### src/rtl/hvac_sensor_cond.sv
// hvac_sensor_cond: conditioning stage in front of the HVAC control FSM.
// Temperature path: setpoint compares with hysteresis, sample persistence
// and a NORM/HOT/COLD state machine producing the t_cao/t_thap flags.
// Button path: 2-flop synchronizer, debounce counter and a toggle that
// turns each accepted press into a change of the keypad (fan request) level.
// Every output comes straight from a flop.
module hvac_sensor_cond #(
   parameter int unsigned TW      = 8,
   parameter int unsigned HYST    = 2,
   parameter int unsigned PERSIST = 3,
   parameter int unsigned DB_CYC  = 4
) (
   input  logic          clk,
   input  logic          rst,
   input  logic [TW-1:0] temp,
   input  logic          temp_vld,
   input  logic [TW-1:0] sp_hi,
   input  logic [TW-1:0] sp_lo,
   input  logic          btn,
   output logic          t_cao,
   output logic          t_thap,
   output logic          keypad,
   output logic          cfg_err
);

   // Counter widths hold the full terminal count.
   localparam int unsigned PW = $clog2(PERSIST + 1);
   localparam int unsigned DW = $clog2(DB_CYC + 1);
   // Two spare bits so that sp_lo + 2*HYST can never wrap.
   localparam int unsigned XW = TW + 2;
   localparam logic [XW-1:0] HYST_X = XW'(HYST);
   localparam logic [XW-1:0] TMAX_X = {2'b00, {TW{1'b1}}};

   typedef enum logic [1:0] {
      NORM = 2'd0,
      HOT  = 2'd1,
      COLD = 2'd2
   } tstate_t;

   typedef enum logic {
      DIR_UP = 1'b0,
      DIR_DN = 1'b1
   } dir_t;

   // ---------------------------------------------------------------------
   // Threshold arithmetic
   // ---------------------------------------------------------------------
   logic [XW-1:0] temp_x;
   logic [XW-1:0] hi_x;
   logic [XW-1:0] lo_x;
   logic [XW-1:0] hi_rel;
   logic [XW-1:0] lo_rel;
   logic          cfg_bad;
   logic          is_up;
   logic          is_dn;
   logic          rel_hot;
   logic          rel_cold;

   assign temp_x = XW'(temp);
   assign hi_x   = XW'(sp_hi);
   assign lo_x   = XW'(sp_lo);

   // Release thresholds: saturate instead of wrapping at either end of the range.
   always_comb begin : rel_thresholds
      // NOTE: every signal driven here gets a value on every path; a missing default in always_comb infers a latch.
      hi_rel = '0;
      lo_rel = TMAX_X;
      if (hi_x >= HYST_X) begin
         hi_rel = hi_x - HYST_X;
      end
      if ((lo_x + HYST_X) <= TMAX_X) begin
         lo_rel = lo_x + HYST_X;
      end
   end

   // The two hysteresis bands must not overlap, otherwise the setpoints are unusable.
   assign cfg_bad  = (lo_x + HYST_X + HYST_X) > hi_x;
   assign is_up    = temp_x > hi_x;
   assign is_dn    = temp_x < lo_x;
   assign rel_hot  = temp_x <= hi_rel;
   assign rel_cold = temp_x >= lo_rel;

   // ---------------------------------------------------------------------
   // Temperature state machine with persistence
   // ---------------------------------------------------------------------
   tstate_t       state;
   tstate_t       state_nxt;
   dir_t          dir;
   dir_t          dir_nxt;
   dir_t          dir_smp;
   logic [PW-1:0] pcnt;
   logic [PW-1:0] pcnt_nxt;
   logic [PW-1:0] run;
   logic          qual;

   // Qualification of the current sample against the pending condition, and the run length it would give.
   always_comb begin : sample_qual
      dir_smp = is_up ? DIR_UP : DIR_DN;
      qual    = 1'b0;
      case (state)
         NORM:    qual = is_up | is_dn;
         HOT:     qual = rel_hot;
         COLD:    qual = rel_cold;
         default: qual = 1'b0;
      endcase
      // In NORM a sample in the other direction than the one being counted starts a new run.
      if ((state == NORM) && (dir_smp != dir)) begin
         run = PW'(1);
      end else begin
         run = pcnt + PW'(1);
      end
   end

   // Next state, persistence count and candidate direction.
   always_comb begin : fsm_next
      state_nxt = state;
      pcnt_nxt  = pcnt;
      dir_nxt   = dir;
      if (cfg_bad) begin
         state_nxt = NORM;
         pcnt_nxt  = '0;
      end else if (temp_vld) begin
         if (!qual) begin
            pcnt_nxt = '0;
         end else if (run == PW'(PERSIST)) begin
            pcnt_nxt = '0;
            case (state)
               NORM:    state_nxt = (dir_smp == DIR_UP) ? HOT : COLD;
               default: state_nxt = NORM;
            endcase
         end else begin
            pcnt_nxt = run;
            if (state == NORM) begin
               dir_nxt = dir_smp;
            end
         end
      end
   end

   // State register; the flags are registered from the next state so they change together with it.
   always_ff @(posedge clk or negedge rst) begin
      if (!rst) begin
         state   <= NORM;
         pcnt    <= '0;
         dir     <= DIR_UP;
         t_cao   <= 1'b0;
         t_thap  <= 1'b0;
         cfg_err <= 1'b0;
      end else begin
         // NOTE: non-blocking assignments in clocked blocks, so every flop samples pre-edge values.
         state   <= state_nxt;
         pcnt    <= pcnt_nxt;
         dir     <= dir_nxt;
         t_cao   <= (state_nxt == HOT);
         t_thap  <= (state_nxt == COLD);
         cfg_err <= cfg_bad;
      end
   end

   // ---------------------------------------------------------------------
   // Button synchronizer, debounce and toggle
   // ---------------------------------------------------------------------
   logic          s1;
   logic          s2;
   logic          btn_db;
   logic [DW-1:0] db_cnt;
   logic [DW-1:0] db_inc;
   logic          db_hit;

   // Two-flop synchronizer for the asynchronous button.
   always_ff @(posedge clk or negedge rst) begin
      if (!rst) begin
         s1 <= 1'b0;
         s2 <= 1'b0;
      end else begin
         s1 <= btn;
         s2 <= s1;
      end
   end

   // Acceptance happens on the edge where the mismatch count reaches DB_CYC.
   always_comb begin : db_accept
      db_inc = db_cnt + DW'(1);
      db_hit = (s2 != btn_db) && (db_inc == DW'(DB_CYC));
   end

   // Debounce counter, debounced level and press toggle.
   always_ff @(posedge clk or negedge rst) begin
      if (!rst) begin
         db_cnt <= '0;
         btn_db <= 1'b0;
         keypad <= 1'b0;
      end else begin
         if (s2 == btn_db) begin
            db_cnt <= '0;
         end else if (db_hit) begin
            db_cnt <= '0;
            btn_db <= s2;
         end else begin
            db_cnt <= db_inc;
         end
         // Only a debounced 0->1 (a press) flips the fan request.
         if (db_hit && s2) begin
            keypad <= ~keypad;
         end
      end
   end

endmodule
### config.mk
export PLATFORM = sky130hd
export DESIGN_NAME = hvac_sensor_cond
export DESIGN_NICKNAME = d
export VERILOG_FILES = /design/src/rtl/hvac_sensor_cond.sv
export SDC_FILE = /design/constraint.sdc
export NUM_CORES = 1
export LEC_CHECK = 0
export CORE_ASPECT_RATIO = 1.5
export CORE_MARGIN = 1
export CORE_UTILIZATION = 37
export CTS_CLUSTER_DIAMETER = 50
export DETAILED_ROUTE_END_ITERATION = 10
export SLEW_MARGIN = 10
export SYNTH_ARGS = -nofsm -noshare
export SYNTH_HDL_FRONTEND = slang
export SYNTH_SLANG_ARGS = --single-unit
### constraint.sdc
create_clock -name clk -period 2.6 [get_ports clk]
set_input_delay 0.65 -clock clk [delete_from_list [all_inputs] [get_ports clk]]
set_output_delay 0.65 -clock clk [all_outputs]
set_load 0.02 [all_outputs]
* Yosys cells after proc, flatten, opt, wreduce, memory -nomap -nowiden
Index checks and enable logic that the tools add are counted.
W data, S select, Z words.
** Word-level totals
- Input port bits :: 28
- Memories kept :: 0
- Output and inout bits :: 4
- Bits in writable memories :: 0
- ROM bits :: 0
- Flip-flop bits (word level) :: 15
- Bits in latches :: 0
** Cells by class
- $mul :: 0
- Add/sub/neg operators :: 5
- Order comparisons :: 7
- Equality and inequality tests :: 9
- Mux-type cells :: 17
- Div/mod/pow operators :: 0
- Shift operators :: 0
- Bitwise logic cells :: 5
- Reductions and logical operators :: 7
** Operator list (number)
- $mux W2 :: 11
- $add A9 B2 Y10 const B :: 1
- $ge A8 B10 Y1 :: 1
- $gt A10 B8 Y1 :: 1
- $le A10 B8 Y1 const B :: 1
- $le A8 B10 Y1 :: 1
- $mux W10 :: 1
- $add A8 B2 Y9 const B :: 1
- $mux W9 :: 1
- $sub A8 B2 Y9 const B :: 1
- $ge A8 B2 Y1 const B :: 1
- $gt A8 B8 Y1 :: 1
- $lt A8 B8 Y1 :: 1
- $eq A2 B2 Y1 const B :: 3
- $mux W3 :: 2
- $reduce_and A5 Y1 :: 1
- $eq A2 B1 Y1 const B :: 2
- $not A1 Y1 :: 4
- $add A3 B1 Y3 const B :: 1
- $eq A3 B3 Y1 const B :: 1
- $logic_and A1 B1 Y1 :: 3
- $pmux W1 S3 :: 1
- $add A2 B1 Y2 const B :: 1
- $logic_not A2 Y1 :: 1
- 6 further kinds :: 7

* Longest topological paths before layout
- Depth after elaboration :: 11
- Mapped depth :: 15
- Gate-level depth less buffers :: 14

* Least setup slack after synthesis
OpenSTA, ideal clock, no wires.
- Path kind :: input to register
- Start :: input port sp_hi[1]
- End :: register dir
- Stages on the path :: 14
- Path slack :: -0.907 ns
- Library setup time :: 0.125 ns
- Arrival :: 3.382 ns
- Data required time :: 2.475 ns
- Cell sequence :: inv_1 -> ha_1 -> nor2b_1 -> nand4_1 -> or3_1 -> clkbuf_1 -> o21ai_0 -> ha_1 -> a21oi_1 -> o22ai_1 -> o31a_2 -> a311oi_4 -> nand3b_1 -> mux2_4
** On the way
- Word-level cells in the longest chain between the ends :: 8
- Elaborated cells on any way between the ends :: 16
- Classes of those cells :: add/sub: 1; order compare: 4; eq/ne: 2; mux: 4; bitwise: 3; reduce/logical: 2
** RTL lines
- start: declaration :: line 17 : input logic [TW-1:0] sp_hi,
- branches (longest 8 deep; another with $le A8 B10 Y1)
- end signal: assignment :: line 153 : dir <= dir_nxt;
- end: declaration :: line 88 : dir_t dir;
Several ways; the timed one is not identified.
A chain may end at the register's enable or synchronous reset.

* Final worst setup path
- Start :: input port sp_hi[2]
- End :: register t_cao
** On the way
- Word-level cells in the longest chain between the ends :: 11
- Elaborated cells on any way between the ends :: 20
- Classes of those cells :: add/sub: 1; order compare: 4; eq/ne: 3; mux: 10; bitwise: 1; reduce/logical: 1
** RTL lines
- branches (longest 9 deep; another with $le A8 B10 Y1)
- $mux W2 (*) :: line 119 : if (cfg_bad) begin
- $eq A2 B1 Y1 (*) :: line 154 : t_cao <= (state_nxt == HOT);
- end signal: assignment :: line 154
- end: declaration :: line 20 : output logic t_cao,
Every way passes the cells marked *.

==> results.md <==
* Antenna viol nets, final at 0
* Final setup viols at 8
* Logic pwr share at 57.8%
* Reg power frac at 27.2%
* Drt total wl at 5527 um
* Die Y at about 92 um
* Post-synth EDFFs at 0
* Buf+Inv Stages, Crit Path at 4
* Initial antenna violation count at 0
* Area growth from synthesis to layout at 68.54%
* Die area at between 5000 and 6000 um2
* Total gr overflow at 0
* Avg WL per Cell at 13.71 um
* Hold_buf cts at 0
* Crit Reg-Reg Endpoint: t_cao
* Number of global-route vias before repair at 2,171
* Synth top area share at 27.41%
* Clk_lat worst skew at 240 ps
* Syn Inst Count at 231
* Worst Path Arrival at 3420 ps
* Antenna fix cells at 0
* Area contributors post-synth: ha_1 27%, dfrtp_1 19%, xnor2_1 6.5%
* CTS clk-pin slew, worst paths at roughly 60 ps
* Net Sw Power at 0.0004423 W
* DRC at 0
* Critical Path, Cell by Cell: buf_12 -> buf_4 -> buf_4 -> nor4_4 -> nor3b_2 -> a21oi_1 -> ha_1 -> nand4_1 -> o22ai_1 -> o31a_2 -> a311oi_4 -> buf_6 -> nand3b_4 -> o32ai_2
* Worst Setup EP: t_cao
* Pre-CTS setup slack at -1387 ps
* P_int at 0.0007915 W
* Final worst setup slack at -670.2 ps
* Placer Congestion at 0.8329
* Yosys reg bits at 15
* Pre-antenna DRT Iters at 4
* Flop2flop setup slack at 430 ps
* Vias at 2,058
* Unique masters post-synth at 49
* Synth warnings at 0
* Run status: finished with violations
* FMAX at 305.8 MHz
* Gr usage total at 20.20%
* Core area at 5165 um2
* Worst-margin pin slew at 637.8 ps
* Clk root buf: clkbuf_8
* Synthesized area at 2008 um2
* Critical R2R Launch: state[0]
* R2r worst-path depth at 8
* Synthesized area per cell at 8.693 um2
* Clock tree sinks at 15
* Leak at 1.534 nW
* Nets at 408
* Post-Route Utilization at 65.53%
* Startpoint Class: input port
* Max incr delay on CP at 340 ps
* Crit path depth at 14
* First-pass GRT wire length at slightly above 9000 um
* Ys flop type: dfrtp_1
* Initial DRC count at 83
* Layout cell share with drive strength beyond 1 at 43.28%
* Max_slew headroom at 57.35%
* Tmin final at 3270 ps
* I/O Buffers at 31
* Worst Skew at ~1.9 ps
* Max-cap violations at 0
* Unrepaired setup endpoints after global routing: yes
* Seq/Total Area, Yosys at 18.69%
* Synth area leader: ha_1
* Initial Utilization at 38.88%
* Num ports at 32
* Critical path class: in2reg
* Final Cycle Share at 125.8%
* CTS tree: done
* DR vias/cell at 5.107
* Hold Crit Class: reg2reg
* Critical Path Source: sp_hi[2]
* Cell Rows at 32
* Pin count of the biggest net entering global routing at 16
* Required @ worst endpoint at between 2000 and 3000 ps
* CTS buffer count at 3
* Failing checks: setup timing
* Fraction of power consumed by the clock network at 15.0%
* CP endpoint kind: flip-flop
* Most common cell on crit path: buf_4
* CP max FO at 4
* Cell Pwr Density at 364.5 nW/um2
* Switching part of the total at 35.85%
* Final slew viol count at 0
* HPWL after detailed placement at 4381 um
* Syn nets at ~300
* Hold Violations, Final at 0
* Top Family by Delay on Critical Path: compound AO/OA/AOI/OAI gates
* Slowest CP cell: ha_1
* Post-synthesis async set-or-reset flop share at 100.0%
* H-tree depth at 1
* Peak supply drop at 160.5 uV
* Clock Tree Buf Depth at 2
* Die span in x at 62.15 um
state kept, by name, summed over array words and instances (netlist names):
name,count
btn_db,1
dir,1
keypad,1
t_cao,1
t_thap,1
pcnt,2
s1,1
state,2
s2,1
db_cnt,3
cfg_err,1
how the worst min path moves through the flow:
stage	endpoint	cells after the start	slack, ps	startpoint
floorplan	s2	0	330	s1
global placement	s2	0	350	s1
detailed placement	s2	0	340	s1
CTS	s2	0	370	s1
global route	s2	0	380	s1
finish	s2	0	360	s1
area by class of cell:
cell class	instances	area, um2
flip-flops and latches	15	375.4
well taps	68	85.08
fillers	428	1780
clock buffers	3	41.29
multi-input cells	194	1886
clock inverters	1	5.005
repair buffers	102	888.4
inverters	20	103.9
cell usage in the layout, fill, tap and decap left out, types with 3 or more instances in the layout:
cell / netlist / final
inv_2: 0 / 4
nand2_1: 17 / 9
nand2_4: 0 / 3
xnor2_1: 15 / 10
buf_6: 1 / 7
clkdlybuf4s50_1: 0 / 17
nand2b_1: 6 / 6
nand3_1: 5 / 4
dlygate4sd2_1: 0 / 6
xnor2_2: 0 / 4
nand4_1: 6 / 6
o21ai_0: 10 / 8
nand2_2: 0 / 5
o21ai_1: 4 / 3
or3_4: 1 / 4
nor2_1: 10 / 10
buf_4: 0 / 65
clkbuf_8: 0 / 3
ha_4: 0 / 9
nor2b_1: 8 / 7
ha_1: 44 / 35
o31ai_1: 4 / 3
nand3b_1: 3 / 3
inv_1: 20 / 14
a21oi_2: 0 / 3
a21oi_1: 13 / 10
dfrtp_1: 15 / 15
o21a_1: 3 / 3
cells in the mapped netlist (2+ instances only):
master and count:
nand2b_1 6, nor3b_1 2, o21ai_0 10, a21oi_1 13, nand3_1 5, nand4_1 6
nand2_1 17, o22ai_1 2, nand3b_1 3, ha_1 44, and2_1 2, a211o_1 2
nor2_1 10, dfrtp_1 15, a211o_2 2, o31ai_1 4, a211oi_1 2, o211ai_1 2
o21a_1 3, xnor2_1 15, nor2b_1 8, o21ai_1 4, nor3_1 5, inv_1 20
or3_1 3, nor4_1 3
layer usage:
metal / GRT usage, % / part of all wire [%]
met5: 0 / 0
met4: 8.333 / 2.4
met3: 0.9950 / 1.3
met2: 39.47 / 55
met1: 22.19 / 42
through the flow:
| stage | cells | setup TNS [ps] | hold WS [ps] | total power (W) | instance area (um2) |
|---|---|---|---|---|---|
| floorplan | 231 | -4172 | 331.2 | 0.0006991 | 2115 |
| global placement | 384 | -9832 | 346.6 | 0.0009287 | 2914 |
| detailed placement | 384 | -10380 | 341.8 | 0.0009432 | 2914 |
| CTS | 398 | -3985 | 365.0 | 0.001182 | 3187 |
| global route | 403 | -5290 | 375.4 | 0.001335 | 3385 |
| finish | 403 | -4388 | 363.3 | 0.001234 | 3385 |
cells by family after synthesis:
kind of cell	after synthesis	synth area share (%)
fa+ha+maj	44	27.41
flops	15	18.69
simple gates	78	21.87
xor+xnor	16	6.978
compound gates	54	19.25
buf+inv	22	4.486
mux	2	1.308
power by group through the flow:
stage,Combinational [W],Sequential (W),Clock [W]
after floorplan,0.000353,0.000346,0
after global routing,0.000789,0.000345,0.000201
after global placement,0.000591,0.000337,0
final,0.000713,0.000336,0.000185
after detailed placement,0.000604,0.000339,0
after CTS,0.000659,0.000336,0.000187
timing repair:
item | in CTS | in global routing
resized for setup | 77 | 30
pin swaps | 33 | 14
buffers inserted | 10 | 6
setup endpoints to repair | 8 | 8
worst register-to-register path, cell delays in order, from the launching register on:
cell and delay (ps):
dfrtp_1 460, a21boi_0 210, buf_4 140, nand2_1 50, o31a_2 350, a311oi_4 320
buf_6 170, nand3b_4 100, o32ai_2 280
Note: power is estimated with default switching activity, not from simulation.
==> RTL edit 1: new RTL, same flow settings <==
The output `cfg_err` loses its register stage (`cfg_err` becomes a continuous assignment).
--- a/src/rtl/hvac_sensor_cond.sv
+++ b/src/rtl/hvac_sensor_cond.sv
@@ -146,5 +146,4 @@
          t_cao   <= 1'b0;
          t_thap  <= 1'b0;
-         cfg_err <= 1'b0;
       end else begin
          // NOTE: non-blocking assignments in clocked blocks, so every flop samples pre-edge values.
@@ -154,7 +153,8 @@
          t_cao   <= (state_nxt == HOT);
          t_thap  <= (state_nxt == COLD);
-         cfg_err <= cfg_bad;
-      end
-   end
+      end
+   end
+
+   assign cfg_err = cfg_bad;
 
    // ---------------------------------------------------------------------
Formal check against the unedited RTL: not equivalent (a bounded check fails within 4 cycles, from zero or initial values and one cycle with rst low).
==> RTL edit 1 against the unedited design <==
  * The run still ends with setup timing left
  * Cell count is 0.25% higher
  * Routed wire length up 3.5%
  * Design area is 1.7% higher
  * First-iteration DRC count is 17% lower
  * Synthesized area shrank 1.2%
  * Worst setup slack worse by 0.18 ns
  * Register-to-register slack improved by 0.15 ns
  * Sequential cell count shrank 1
  * Total power increased by 2.2%
  * Sequential power shrank 6.2%
  * Critical endpoint is now cfg_err
  * Largest power group unchanged
==> RTL edit 1: results (changes against the unedited design) <==
CTS
The cell sitting at the root of the clock tree is a sky130_fd_sc_hd__clkbuf_8. The number of CTS-inserted buffers is 3 (unchanged). The deepest level of the CTS H-tree is 1 (unchanged). The clock input transition at the sequential cells of the worst setup and hold paths is 0.05 ns.

The maximum clock path buffer count is 2 (unchanged). The later-pin clock latency in the skew report is 0.24 ns (about the same).

Route
The number of DRC markers in iteration 0 is 69 (-17%). The first-pass iteration count of the detailed router came to 4 (unchanged). The average detailed-routed wire length per instance is 14.2 um (+3.2%). The total via count in the routed design came to 2140 (+4.0%).

Pwr
The maximum VDD drop came to 0.000148 V (-7.8%). The cell leakage power is 1.56 nW (+2.0%).

Place
The half-perimeter wire length after placement is 4.29 mm (-2.2%). The placer congestion estimate is 0.800 (-3.9%). The post-place setup slack came to -1.80 ns (-0.413 ns).

The count of port buffers added during placement is 31 (unchanged). The placement-stage cell area is 2880 um2 (-1.1%).

Global routing
The maximum number of pins on one net before global-route repair came to 15 (-1). The number of antenna violations at the first check in global routing was 0 (unchanged). The global-route wire length before repair was 8.82 mm (-5.5%). The global-route usage over all layers is 20.1% (-0.13 points).

Finish
In the final layout, the registers with the most flip-flops are db_cnt (3), pcnt (2), state (2). The number of diodes is 0 (unchanged). The layout cell share with drive strength beyond 1 is 46.7% (+3.4 points). The final-stage net count is 409 (+0.25%).

Worst setup path
The top fanout value on the critical path came to 5 (+1). The endpoint of the worst-slack reg-to-reg timing path is pcnt[1]. The critical path startpoint is sp_lo[1]. The data arrival time of the critical path came to 2.80 ns (-0.62 ns). The setup slack of the most critical reg-to-reg path is 0.58 ns (+0.15 ns). The critical register-to-register path startpoint is state[0].

Yosys
By area the synthesized netlist is led by sky130_fd_sc_hd__ha_1 (28%), sky130_fd_sc_hd__dfrtp_1 (18%), sky130_fd_sc_hd__xnor2_1 (6.6%), sky130_fd_sc_hd__inv_1 (3.8%), sky130_fd_sc_hd__a21oi_1 (3.3%). The number of nets produced by synthesis is 302 (-0.33%). In the synthesized netlist the dominant register cell turns out to be sky130_fd_sc_hd__dfrtp_1. The number of different library cells in the post-synthesis netlist is 49 (unchanged). The share of flip-flops with an asynchronous set or reset is 100% (unchanged). Counting instances in the post-synthesis netlist gives the leading cell types as sky130_fd_sc_hd__ha_1 (44), sky130_fd_sc_hd__inv_1 (20), sky130_fd_sc_hd__nand2_1 (17), sky130_fd_sc_hd__xnor2_1 (15), sky130_fd_sc_hd__dfrtp_1 (14). The number of synthesis warnings is 0 (unchanged). The share of synthesized area occupied by flip-flops and latches is 17.7% (-1.0 points).

Hold path
The path with the worst hold slack has its endpoint at s2. The tightest min-delay check is of the flip-flop to flip-flop type. In this run the most critical hold path is launched from s1. The worst hold path cell count was 0 (unchanged).

STA
The final setup slack of the worst path is -0.846 ns (-0.176 ns). The number of endpoints failing setup at the final stage came to 8 (unchanged). The slew at the pin with the worst max-slew slack is 0.603 ns (-0.0348 ns). The final worst-path cycle share is 133% (+6.8 points). The sum of negative setup slack is -5.70 ns (-1.32 ns). The final clock skew came to 0.00297 ns (+0.00112 ns).

Outcome
The checks that failed: setup timing. The flow ran to the end, but the final reports show violations.
-- RTL edit 1: cell types whose count changed after synthesis --
cell / change
sky130_fd_sc_hd__dfrtp_1: -1
-- RTL edit 1: logic make-up after synthesis --
family	after synthesis	share of synthesized area, %
adder cells (fa/ha/maj)	44	27.8
AO/OA/AOI/OAI	54	19.5
flip-flops	14	17.7
multiplexers	2	1.32
AND/OR/NAND/NOR	78	22.1
buffers and inverters	22	4.54
XOR/XNOR	16	7.07
-- RTL edit 1: layout make-up --
class	instances	area, um2
clock buffers	4	55.1
fillers	406	1720
inverters	20	104
multi-input cells	194	1950
flip-flops and latches	14	350
well taps	68	85.1
repair buffers	104	902
-- RTL edit 1: repair_timing --
item                                    CTS  global route
setup buffers                            10             9
endpoints found under the setup margin    8             8
pin swaps                                31            31
endpoints found under the hold margin     0             0
resized for setup                        80            47
-- RTL edit 1: how the worst max path moves through the flow --
| stage | endpoint | slack [ns] |
|---|---|---|
| global route | cfg_err | -0.99 |
| CTS | cfg_err | -0.91 |
| global placement | cfg_err | -1.76 |
| finish | cfg_err | -0.85 |
| detailed placement | cfg_err | -1.80 |
| floorplan | dir | -0.77 |
-- RTL edit 1: power breakdown --
group | internal [W] | total [W] | switching (W)
registers | 0.000275 | 0.000315 | 0.0000393
clock network | 0.000134 | 0.000209 | 0.0000750
logic | 0.000399 | 0.000738 | 0.000339
-- RTL edit 1: per-layer routing --
metal	part of all wire, %	global-route usage [%]	vias up
li1	-	-	1067
met5	0	0	-
met4	3.1	7.22	0
met3	1.7	0.705	14
met2	56	38.0	42
met1	39	22.2	1017
-- RTL edit 1: through the flow --
step / cells / hold slack (ns)
after floorplan: 230 / 0.331
after global placement: 382 / 0.333
after detailed placement: 382 / 0.340
after CTS: 396 / 0.354
after global routing: 404 / 0.356
final: 404 / 0.349
-- RTL edit 1: worst max-delay path, cell delays in order --
cell	delay, ns
sky130_fd_sc_hd__buf_8	0.10
sky130_fd_sc_hd__nand2_4	0.05
sky130_fd_sc_hd__xnor2_2	0.13
sky130_fd_sc_hd__o31ai_2	0.20
sky130_fd_sc_hd__nand2_1	0.09
sky130_fd_sc_hd__nand2_1	0.10
sky130_fd_sc_hd__xnor2_1	0.14
sky130_fd_sc_hd__ha_1	0.28
sky130_fd_sc_hd__o21a_1	0.17
sky130_fd_sc_hd__o21a_1	0.16
sky130_fd_sc_hd__o22ai_1	0.16
sky130_fd_sc_hd__a31oi_1	0.06
sky130_fd_sc_hd__or3_4	0.36
sky130_fd_sc_hd__buf_6	0.14
==> RTL edit 2: new RTL, config.mk and constraints unchanged <==
Without the edit above. The parameter `TW` goes from 8 to 16.
--- a/src/rtl/hvac_sensor_cond.sv
+++ b/src/rtl/hvac_sensor_cond.sv
@@ -6,5 +6,5 @@
 // Every output comes straight from a flop.
 module hvac_sensor_cond #(
-   parameter int unsigned TW      = 8,
+   parameter int unsigned TW      = 16,
    parameter int unsigned HYST    = 2,
    parameter int unsigned PERSIST = 3,
Interface: changed (resized sp_hi, sp_lo and temp); port bits go from 32 to 56. No check against the original RTL was run, so the function may have changed too.
==> RTL edit 2 against the unedited design <==
  * The flow still finishes with violations (setup timing)
  * Total power rose by 34%
  * Sequential cell count did not move
  * Sequential power fell by 2%
  * Utilization fell by 0.21 points
  * Clock skew fell by 0.0015 ns
  * Hold slack got worse by 0.011 ns
  * Global-route usage rose by 4.2 points
  * Design area rose by 73%
  * Routed wire length rose by 110%
  * Synthesized area rose by 73%
  * Combinational power rose by 44%
  * Worst setup slack got worse by 0.85 ns
  * Count of clock-buffer cells in the layout rose by 1
  * Clock power rose by 58%
  * Critical path type unchanged
==> RTL edit 2: results (changes against the unedited design) <==
Outcome
The run finished, with violations left. The final reports fail on setup timing.

Finish
The final-stage net count was 793 (+94%). The layout cell share with drive strength beyond 1 is 38.0% (-5.3 points).

Place
The post-place setup slack is -2.30 ns (-0.908 ns). The placer congestion estimate is 0.913 (+9.6%). The number of placed instances with taps included came to 742 (+93%).

The half-perimeter wire length after placement is 9.71 mm (+120%).

Worst setup path
On the critical path, the stage with the largest delay is an instance of sky130_fd_sc_hd__or4b_1. The cell family contributing the most delay on the critical path is simple AND/OR/NAND/NOR gates. The setup slack of the most critical reg-to-reg path is 0.41 ns (-0.02 ns). The biggest cell delay along the critical path is 0.49 ns (+0.15 ns). The data arrival time of the critical path is 4.29 ns (+0.87 ns).

STA
The number of endpoints failing setup at the final stage is 8 (unchanged). The final setup slack of the worst path is -1.53 ns (-0.855 ns). The worst hold-check slack is 0.352 ns (-0.0110 ns). The sum of negative setup slack came to -10.56 ns (-6.18 ns). The final clock skew is 0.000310 ns (-0.00154 ns). The fmax is 242 MHz (-21%).

Route
The wire length reported by the detailed router is 11.6 mm (+110%). The number of DRC markers in iteration 0 is 81 (-2.4%). The total via count in the routed design was 4065 (+98%). The vias per cell is 5.31 (+3.9%).

Yosys
The number of nets produced by synthesis is 587 (+94%). The share of synthesized area occupied by flip-flops and latches came to 10.8% (-7.9 points). The commonest cells after synthesis are sky130_fd_sc_hd__ha_1 (84), sky130_fd_sc_hd__nand2_1 (44), sky130_fd_sc_hd__inv_1 (39), sky130_fd_sc_hd__nor2_1 (33), sky130_fd_sc_hd__xnor2_1 (31).

Global routing
The global-route wire length before repair was 18.5 mm (+98%).

CTS
The root buffer cell chosen for the clock tree is sky130_fd_sc_hd__clkbuf_16.

Pwr
The maximum VDD drop is 0.000516 V (+220%).
==> RTL edit 2: power by group <==
part,switching [W],total (W),internal [W],leakage [nW]
logic,0.000479,0.00103,0.000548,2.51
clock network,0.0000864,0.000293,0.000207,0.0382
registers,0.0000386,0.000329,0.000291,0.192
==> RTL edit 2: final timing paths <==
kind,to,cells after the start,startpoint
setup reg to reg,t_cao,7,state[1]
min in group asynchronous,t_cao,1,rst
hold / removal,s2,0,s1
max in group asynchronous,db_cnt[2],1,rst
hold reg to reg,s2,0,s1
setup / recovery,t_thap,17,sp_lo[2]
==> RTL edit 2: repair_timing <==
| item | CTS | global route |
|---|---|---|
| endpoints found under the hold margin | 0 | 0 |
| gates resized for setup | 75 | 60 |
| setup endpoints to repair | 8 | 8 |
| buffers inserted | 15 | 5 |
| cloned | 1 | 0 |
| pin swaps | 54 | 43 |
==> RTL edit 2: layout make-up <==
cell class                 instances  area (um2)
sequential                        15         375
multi-input combinational        387        3400
inverter                          41         156
tap                              110         138
fill                             752        3120
timing repair buffer             209        1720
clock buffer                       4        78.8
==> RTL edit 2: cell families after synthesis <==
kind of cell | count (synthesis) | synth area share, %
compound gates | 88 | 16.2
simple gates | 171 | 25.4
xor+xnor | 37 | 9.34
buf+inv | 49 | 5.84
fa+ha+maj | 84 | 30.3
flops | 15 | 10.8
mux | 7 | 2.09
==> RTL edit 2: worst register-to-register path, delay by kind of cell, from the launching register on <==
kind | cells | cell delay, ns
mux | 1 | 0.24
simple gates | 2 | 0.68
flops | 1 | 0.45
compound gates | 3 | 0.60
buf+inv | 1 | 0.14
==> RTL edit 2: metal layers <==
metal	wire, um	track usage (%)
met5	0	0
met4	691	14.1
met3	316	0.981
met2	6310	48.2
met1	4320	24.0
